$ cat src/rtl/vu_pwm_decoder.sv
// VU meter PWM receiver. For each of the left and right channels it
// measures the high time of the PWM waveform and turns it back into a
// 7-bit duty level. It produces one result per frame, plus a repeating
// timeout result while the line stays static.
module vu_pwm_decoder #(
   parameter int CLK_DIV      = 64,
   parameter int MAX_LEVEL    = 127,
   parameter int TIMEOUT_CLKS = 16384
) (
   input  logic       clk,
   input  logic       reset,
   input  logic       enable,
   input  logic       l_VU_pwm_in,
   input  logic       r_VU_pwm_in,
   output logic [6:0] l_level,
   output logic [6:0] r_level,
   output logic       l_level_valid,
   output logic       r_level_valid,
   output logic       l_timeout,
   output logic       r_timeout
);

   localparam int DIV_SHIFT = $clog2(CLK_DIV);
   localparam int CNT_W     = $clog2(MAX_LEVEL * CLK_DIV + CLK_DIV) + 1;
   localparam int TMR_W     = $clog2(TIMEOUT_CLKS);

   localparam logic [CNT_W-1:0] CNT_MAX  = '1;
   localparam logic [CNT_W:0]   HALF     = (CNT_W + 1)'(CLK_DIV / 2);
   localparam logic [CNT_W:0]   Q_MAX    = (CNT_W + 1)'(MAX_LEVEL);
   localparam logic [TMR_W-1:0] TMR_LAST = TMR_W'(TIMEOUT_CLKS - 1);
   localparam logic [6:0]       LVL_MAX  = 7'(MAX_LEVEL);

   typedef enum logic [1:0] {
      ST_IDLE,
      ST_HIGH,
      ST_LOW
   } state_t;

   logic [1:0] pin;
   logic [1:0] warm;
   logic       primed;

   assign pin = {r_VU_pwm_in, l_VU_pwm_in};

   // The sync flops come out of reset at 0. A pin that is already high
   // would then look like a fresh rise and report a truncated pulse.
   // Edge detection therefore waits until the whole chain holds real samples.
   always_ff @(posedge clk or posedge reset) begin
      if (reset) begin
         warm <= 2'd0;
      end else if (warm != 2'd3) begin
         warm <= warm + 2'd1;
      end
   end

   assign primed = (warm == 2'd3);

   genvar gi;
   for (gi = 0; gi < 2; gi++) begin : g_ch
      logic             s1;
      logic             s2;
      logic             s3;
      logic             rise;
      logic             fall;
      state_t           state;
      logic [CNT_W-1:0] high_cnt;
      logic [TMR_W-1:0] timer;
      logic [CNT_W:0]   rounded;
      logic [CNT_W:0]   q;
      logic [6:0]       q_level;
      logic [6:0]       level;
      logic             level_valid;
      logic             timeout;

      // Three-flop synchroniser for the asynchronous PWM pin
      always_ff @(posedge clk or posedge reset) begin
         if (reset) begin
            s1 <= 1'b0;
            s2 <= 1'b0;
            s3 <= 1'b0;
         end else begin
            s1 <= pin[gi];
            s2 <= s1;
            s3 <= s2;
         end
      end

      assign rise = primed & s2 & ~s3;
      assign fall = primed & ~s2 & s3;

      // Round to the nearest step, then clamp to the 7-bit range
      assign rounded = {1'b0, high_cnt} + HALF;
      assign q       = rounded >> DIV_SHIFT;
      assign q_level = (q > Q_MAX) ? LVL_MAX : q[6:0];

      // Per-channel measurement FSM with high-time counter and static-line timer
      always_ff @(posedge clk or posedge reset) begin
         if (reset) begin
            state       <= ST_IDLE;
            high_cnt    <= '0;
            timer       <= '0;
            level       <= 7'd0;
            level_valid <= 1'b0;
            timeout     <= 1'b0;
         end else if (!enable) begin
            // level deliberately holds its last value while disabled
            state       <= ST_IDLE;
            high_cnt    <= '0;
            timer       <= '0;
            level_valid <= 1'b0;
            timeout     <= 1'b0;
         end else begin
            level_valid <= 1'b0;

            if (rise) begin
               high_cnt <= CNT_W'(1);
            end else if (s2 && s3 && high_cnt != CNT_MAX) begin
               high_cnt <= high_cnt + CNT_W'(1);
            end

            // Any edge restarts the timer. Because edges take precedence,
            // a fall that lands on the expiry cycle suppresses the timeout.
            if (rise || fall) begin
               timer   <= '0;
               timeout <= 1'b0;
            end else if (timer == TMR_LAST) begin
               timer       <= '0;
               level       <= s2 ? LVL_MAX : 7'd0;
               level_valid <= 1'b1;
               timeout     <= 1'b1;
            end else begin
               timer <= timer + TMR_W'(1);
            end

            case (state)
               ST_IDLE: begin
                  // a fall here belongs to a pulse whose start was not seen
                  if (rise) begin
                     state <= ST_HIGH;
                  end
               end
               ST_HIGH: begin
                  if (fall) begin
                     state       <= ST_LOW;
                     level       <= q_level;
                     level_valid <= 1'b1;
                  end
               end
               ST_LOW: begin
                  if (rise) begin
                     state <= ST_HIGH;
                  end
               end
               default: state <= ST_IDLE;
            endcase
         end
      end
   end

   assign l_level       = g_ch[0].level;
   assign r_level       = g_ch[1].level;
   assign l_level_valid = g_ch[0].level_valid;
   assign r_level_valid = g_ch[1].level_valid;
   assign l_timeout     = g_ch[0].timeout;
   assign r_timeout     = g_ch[1].timeout;

endmodule

$ cat config.mk
export PLATFORM = sky130hd
export DESIGN_NAME = vu_pwm_decoder
export DESIGN_NICKNAME = d
export VERILOG_FILES = /design/src/rtl/vu_pwm_decoder.sv
export SDC_FILE = /design/constraint.sdc
export NUM_CORES = 1
export LEC_CHECK = 0
export CAP_MARGIN = 30
export CORE_ASPECT_RATIO = 0.9
export CORE_MARGIN = 3
export CORE_UTILIZATION = 30
export DETAILED_ROUTE_END_ITERATION = 16
export GPL_TIMING_DRIVEN = 0
export PLACE_DENSITY_LB_ADDON = 0.1
export SLEW_MARGIN = 20
export SYNTH_ARGS = -nofsm -noshare
export SYNTH_HDL_FRONTEND = slang
export SYNTH_SLANG_ARGS = --single-unit
$ cat constraint.sdc
create_clock -name clk -period 5.7 [get_ports clk]
set_input_delay 0.855 -clock clk [delete_from_list [all_inputs] [get_ports clk]]
set_output_delay 0.855 -clock clk [all_outputs]
set_load 0.005 [all_outputs]
==> results.sh, run 1 <==
export IMPL_cts_sinks=86
export IMPL_seqCellArea_mm2=0.00215
export IMPL_fin_crit_sh=0.442
export IMPL_vdd_drop_max_v=0.000148
export IMPL_path_class="in -> reg"
export IMPL_synth_enable_flop_cells=0
export IMPL_initial_core_util=0.310
export IMPL_cp_slowest_cell="clkdlybuf4s50_1"
export IMPL_clock_path_buffers=2
export IMPL_fp_dieH_um=123
export IMPL_nFillCells=1501
export IMPL_ys_top_cells_by_area="dfrtp_1 47%, xnor2_1 6.3%, nor2_1 6.1%"
export IMPL_reg2reg_to="g_ch[1].high_cnt[9]"
export IMPL_ys_ff_latch=86
export IMPL_power_density_mw_per_mm2=266
export IMPL_post_route_drc_count=0
export IMPL_dr_wl_met2_um=4330
export IMPL_io_pins=23
export IMPL_io_buffers=22
export IMPL_syn_inst=475
export IMPL_insertion_delay_ns=0.34
export IMPL_drv_cap=0
export IMPL_tightest_slew_ns=0.582
export IMPL_rsz0062_at_grt="no"
export IMPL_gp_congestion=0.742
export IMPL_dp_cells=696
export IMPL_power_leakage_nw=2.23
export IMPL_layout_drive_gt1_share=0.113
export IMPL_syn_nets=487
export IMPL_final_cell_count_no_fill=712
export IMPL_antenna_cells=0
export IMPL_crit_arrival_ns=2.75
export IMPL_finalHoldViolations=0
export IMPL_yosys_area_top_type="dfrtp_1"
export IMPL_path_common_cell="clkbuf_1"
export IMPL_post_drt_wl_per_cell_um=14.0
export IMPL_fmax_mhz=397
export IMPL_netlist_area_leader_share=0.469
export IMPL_coreArea_mm2=0.0148
export IMPL_root_buffer="clkbuf_16"
export IMPL_cts_tree="yes"
export IMPL_relSlewSlack=0.612
export IMPL_num_rows=42
export IMPL_multi_input_area_mm2=0.00226
export IMPL_cp_start_kind="primary input"
export IMPL_route_met3_wl_um=261
export IMPL_worstRegToRegCells=6
export IMPL_synth_cell_types=60
export IMPL_ys_warn_count=0
export IMPL_antenna_found_initial=0
export IMPL_htreeDepth=3
export IMPL_async_reset_ff_frac=1.00
export IMPL_drt_met1_wl_um=5290
export IMPL_yosys_most_used_dff="dfrtp_1"
export IMPL_finClkSkew_ns=0.00662
export IMPL_vias_per_cell=4.73
export IMPL_crit_fanout=10
export IMPL_die_w_um=136
export IMPL_layout_common_cells="86 x dfrtp_1, 74 x nor2_1, 37 x nand2_1"
export IMPL_highest_layer="met4"
export IMPL_grt_pass1_vias=3340
export IMPL_finalPower_w=0.00144
export IMPL_slew_violations=0
export IMPL_worstHoldStart="g_ch[0].s1"
export IMPL_die_area_mm2=0.0168
export IMPL_cp_slowest_stage_delay_ns=0.52
export IMPL_postCtsSetupRepairBufs=0
export IMPL_outcome="finished clean"
export IMPL_final_core_util=0.366
export IMPL_hp_class="reg -> reg"
export IMPL_dpl_hpwl_um=6860
export IMPL_cp_end_kind="flip-flop"
export IMPL_yosysSeqAreaShare=0.469
export IMPL_ant_nets=0
export IMPL_syn_mean_instance_area_um2=9.66
export IMPL_min_path_cells=0
export IMPL_crit_required_ns=5.93
export IMPL_grt_pass1_wl_um=17300
export IMPL_final_common_cell="dfrtp_1"
export IMPL_globalRouteTotalUtil=0.133
export IMPL_nets=521
export IMPL_grt_max_degree=75
export IMPL_path_cells="clkdlybuf4s50_1 > clkbuf_1 > clkbuf_1 > nand3_1 > a31o_1"
export IMPL_drt_initial_drc_count=151
export IMPL_setup_viol=0
export IMPL_min_period_ns=2.52
export IMPL_r2r_slack_ns=3.45
export IMPL_areaGrowthSynthToFinish_pct=18.2
export IMPL_hold_worst_slack_ns=0.362
export IMPL_drt_wl_total_um=9980
export IMPL_overflow=0
export IMPL_dr_pass1_iters=4
export IMPL_via_count=3365
export IMPL_cts_resized_gates=0
export IMPL_netlist_area_mm2=0.00459
export IMPL_final_setup_tns_ns=0
export IMPL_clk_transition_reported_paths_ns=0.06
export IMPL_ctsHoldBuffers=0
export IMPL_r2r_start="warm[0]"
export IMPL_numCtsBuffers=9
export IMPL_holdPathEnd="g_ch[0].s2"
## sequential cells by signal, indices dropped and copies added, names as in the netlist, 2 cells and up
name,flops
g_ch.s3,2
r_level,7
g_ch.s1,2
g_ch.state,4
g_ch.high_cnt,28
g_ch.timer,28
warm,2
l_level,7
g_ch.s2,2
## worst max path at each step
stage	start	to	slack, ns	cells after the start
5_1_grt	enable	r_level[1]	3.06	5
3_5_place_dp	enable	r_level[1]	2.76	5
3_3_place_gp	reset	g_ch[0].high_cnt[4]	1.0	2
6_report	enable	r_level[1]	3.18	5
2_1_floorplan	reset	g_ch[0].high_cnt[0]	2.62	1
4_1_cts	enable	r_level[1]	3.13	5
## worst max-delay path: cells and delay by family
family	cells	cell delay, ns
buf+inv	3	1.51
compound gates	1	0.25
simple gates	1	0.14
## cells in the mapped netlist, drive strengths merged (2+ instances only)
master / instances
nand3: 30
or3: 2
a31o: 4
a21oi: 29
nor4: 5
nor4bb: 2
buf: 15
inv: 21
o2bb2ai: 5
o21ai: 13
a21o: 2
nor3: 7
or2: 4
nor2b: 6
xor2: 25
dfrtp: 86
nand2: 38
ha: 7
and3: 9
and4: 3
nand4: 14
xnor2: 33
a211oi: 11
o211a: 2
clkbuf: 5
o211ai: 3
mux2i: 4
nand2b: 2
nor2: 74
## routing by layer
metal | global-route usage | vias to the layer above
met5 | 0 | -
met4 | 0.0321 | 0
met3 | 0.0456 | 5
met2 | 0.193 | 33
met1 | 0.189 | 1611
li1 | - | 1716
## stage by stage
stage               worst slack [ns]  area (um2)
finish                          3.18        5430
global route                    3.06        5430
CTS                             3.13        5430
detailed placement              2.76        5090
global placement               0.997        5060
floorplan                       2.62        4590
## logic make-up after synthesis
| logic type | Yosys count | synth area share |
|---|---|---|
| compound gates | 78 | 0.123 |
| xor+xnor | 58 | 0.111 |
| fa+ha+maj | 7 | 0.0191 |
| buf+inv | 41 | 0.0395 |
| flops | 86 | 0.469 |
| mux | 5 | 0.0112 |
| simple gates | 200 | 0.227 |
## area by class of cell
type / instances / area share
clock buffer: 13 / 0.0498
sequential: 86 / 0.397
clock inverter: 3 / 0.0120
tap: 198 / 0.0457
inverter: 21 / 0.0154
buffer: 20 / 0.0189
timing repair buffer: 23 / 0.0457
multi-input combinational: 348 / 0.416
## where the power goes
group	total, W	switching, W	internal [W]	leakage [nW]
registers	0.000658	0.0000207	0.000637	1.13
clock network	0.000660	0.000241	0.000419	0.166
logic	0.000125	0.0000602	0.0000647	0.942
total	0.00144	0.000322	0.00112	2.23
No activity file was read; power rests on OpenSTA's default activity.
==> inputs of run 2 (changes only) <==
==> constraint.sdc (replaced) <==
create_clock -name clk -period 2.2 [get_ports clk]
set_input_delay 0.33 -clock clk [delete_from_list [all_inputs] [get_ports clk]]
set_output_delay 0.33 -clock clk [all_outputs]
set_load 0.005 [all_outputs]
==> run 2 against run 1 <==
Die area did not move. First-iteration DRC count grew 21%. Largest cell class unchanged. Largest power group is now sequential cells. Cell count grew 0.56%. Clock skew hardly changed. Critical endpoint unchanged. Non-clock buffer count grew 5. Sequential power rose to 2.6 times the previous value. Total power grew to 2.6 times the previous value.
==> results.sh, run 2 (same netlist as run 1, synthesis figures left out) <==
export IMPL_ant_nets=0
export IMPL_largest_registers="g_ch.high_cnt: 28 flops, g_ch.timer: 28 flops"
export IMPL_seqPwrFrac=0.460
export IMPL_grt_pass1_wl_um=17500
export IMPL_cp_top_family="compound AO/OA/AOI/OAI gates"
export IMPL_drv_cap=0
export IMPL_crit_arrival_ns=2.29
export IMPL_power_leakage_nw=2.26
export IMPL_root_buffer="clkbuf_16"
export IMPL_cts_sinks=86
export IMPL_cp_start_kind="flip-flop"
export IMPL_p_comb_frac=0.090
export IMPL_rsz0062_at_grt="no"
export IMPL_power_density_mw_per_mm2=677
export IMPL_placed_area_mm2=0.00512
export IMPL_overflow=0
export IMPL_cts_tree="yes"
export IMPL_hold_worst_slack_ns=0.256
export IMPL_via_count=3394
export IMPL_outcome="finished clean"
export IMPL_die_w_um=136
export IMPL_crit_required_ns=2.44
export IMPL_cp_end_kind="flip-flop"
export IMPL_path_class="reg -> reg"
export IMPL_post_route_drc_count=0
export IMPL_nets=526
export IMPL_finalPower_w=0.00371
export IMPL_clk_transition_reported_paths_ns=0.06
export IMPL_netSwitchingPower_w=0.000836
export IMPL_cp_slowest_cell="dfrtp_1"
export IMPL_crit_buf_inv=1
export IMPL_design_area_mm2=0.00548
export IMPL_vias_per_cell=4.74
export IMPL_drt_wl_total_um=10100
export IMPL_globalRouteTotalUtil=0.132
export IMPL_areaGrowthSynthToFinish_pct=19.3
export IMPL_initial_core_util=0.310
export IMPL_dpl_hpwl_um=7140
export IMPL_fmax_mhz=487
export IMPL_path_cells="ha_1 > and4_1 > buf_2 > a21o_1 > a21oi_2 > nand3_1 > a31o_1"
export IMPL_setup_viol=0
export IMPL_slew_violations=0
export IMPL_fin_crit_sh=0.933
export IMPL_r2r_slack_ns=0.15
export IMPL_nFillCells=1517
export IMPL_antenna_cells=0
export IMPL_io_buffers=22
export IMPL_min_period_ns=2.05
export IMPL_grt_max_degree=32
export IMPL_cp_slowest_stage_delay_ns=0.43
export IMPL_clock_path_buffers=2
export IMPL_io_pins=23
export IMPL_worstRegToRegCells=7
export IMPL_post_drt_wl_per_cell_um=14.1
export IMPL_grt_pass1_vias=3464
export IMPL_finalHoldViolations=0
export IMPL_relSlewSlack=0.580
export IMPL_drt_initial_drc_count=182
export IMPL_crit_fanout=7
export IMPL_r2r_start="g_ch[1].high_cnt[5]"
export IMPL_numCtsBuffers=9
export IMPL_tightest_slew_ns=0.625
export IMPL_coreArea_mm2=0.0148
export IMPL_fp_dieH_um=123
export IMPL_final_common_cell="dfrtp_1"
export IMPL_htreeDepth=3
export IMPL_reg2reg_to="r_level[1]"
export IMPL_insertion_delay_ns=0.35
export IMPL_swShare=0.226
export IMPL_dr_pass1_iters=4
export IMPL_die_area_mm2=0.0168
export IMPL_antenna_found_initial=0
export IMPL_layout_drive_gt1_share=0.127
export IMPL_num_rows=42
export IMPL_layout_common_cells="86 x dfrtp_1, 74 x nor2_1, 37 x nand2_1"
export IMPL_hp_class="in -> async"
export IMPL_vdd_drop_max_v=0.000387
export IMPL_p_int_w=0.00287
export IMPL_gp_congestion=0.778
export IMPL_clockPowerShare=0.451
export IMPL_finClkSkew_ns=0.00685
run 2: cell count changes in the layout (fill, tap and decap cells not counted), moves of 2 or more:
cell / change
buf_12: +3
buf_4: +3
clkbuf_1: -3
clkbuf_2: +2
o21ai_0: -2
o21ai_1: +2
run 2: worst max-delay path by stage:
stage / start / to / slack [ns] / cells past startpoint
detailed placement: enable / r_level[1] / -0.18 / 5
global route: g_ch[1].high_cnt[5] / r_level[1] / 0.007 / 7
floorplan: g_ch[1].high_cnt[5] / r_level[2] / 0.35 / 7
finish: g_ch[1].high_cnt[5] / r_level[1] / 0.15 / 7
CTS: warm[0] / g_ch[0].high_cnt[2] / 0.02 / 6
global placement: reset / g_ch[0].high_cnt[5] / -0.18 / 2
run 2: layout make-up:
type	instances	area (um2)	area share
plain buffers	20	105	0.0192
clock buffers	11	253	0.0462
clock inverters	4	70.1	0.0128
inverters	21	82.6	0.0151
multi-input cells	348	2260	0.413
flip-flops and latches	86	2150	0.393
well taps	198	248	0.0452
repair buffers	28	303	0.0553
run 2: power groups by stage:
stage               Clock (W)  Combinational (W)  Sequential, W
floorplan                   0           0.000162        0.00173
global placement            0           0.000324        0.00173
detailed placement          0           0.000340        0.00173
CTS                   0.00175           0.000341        0.00171
global route          0.00179           0.000375        0.00171
finish                0.00167           0.000332        0.00170
run 2: what timing repair did:
action / in CTS / in global routing
hold buffers: 0 / 0
buffers inserted: 0 / 3
endpoints found under the hold margin: 0 / 0
endpoints found under the setup margin: 10 / 27
resized for setup: 1 / 6
pin swaps: 0 / 3
run 2: metrics by stage:
step / std cells / worst slack [ns] / TNS [ns] / utilization
after floorplan: 475 / 0.349 / 0 / -
after global placement: 695 / -0.181 / -19.36 / 0.342
after detailed placement: 698 / -0.178 / -3.87 / 0.346
after CTS: 713 / 0.0219 / 0 / 0.367
after global routing: 716 / 0.00707 / 0 / 0.370
final: 716 / 0.147 / 0 / 0.370
run 2: routing by layer:
| metal | vias up | GRT usage | part of all wire |
|---|---|---|---|
| li1 | 1722 | - | - |
| met1 | 1623 | 0.190 | 0.53 |
| met2 | 37 | 0.191 | 0.42 |
| met3 | 12 | 0.0350 | 0.029 |
| met4 | 0 | 0.0472 | 0.016 |
| met5 | - | 0 | 0 |
==> inputs of run 3 (changes only) <==
--- a/config.mk
+++ b/config.mk
@@ -5,6 +5,7 @@
 export SDC_FILE = /design/constraint.sdc
 export NUM_CORES = 1
 export LEC_CHECK = 0
+export ABC_CLOCK_PERIOD_IN_PS = 2200
 export CAP_MARGIN = 30
 export CORE_ASPECT_RATIO = 0.9
 export CORE_MARGIN = 3
==> results of run 3 <==
The final DEF is identical to that of run 2; final timing and power are the same.
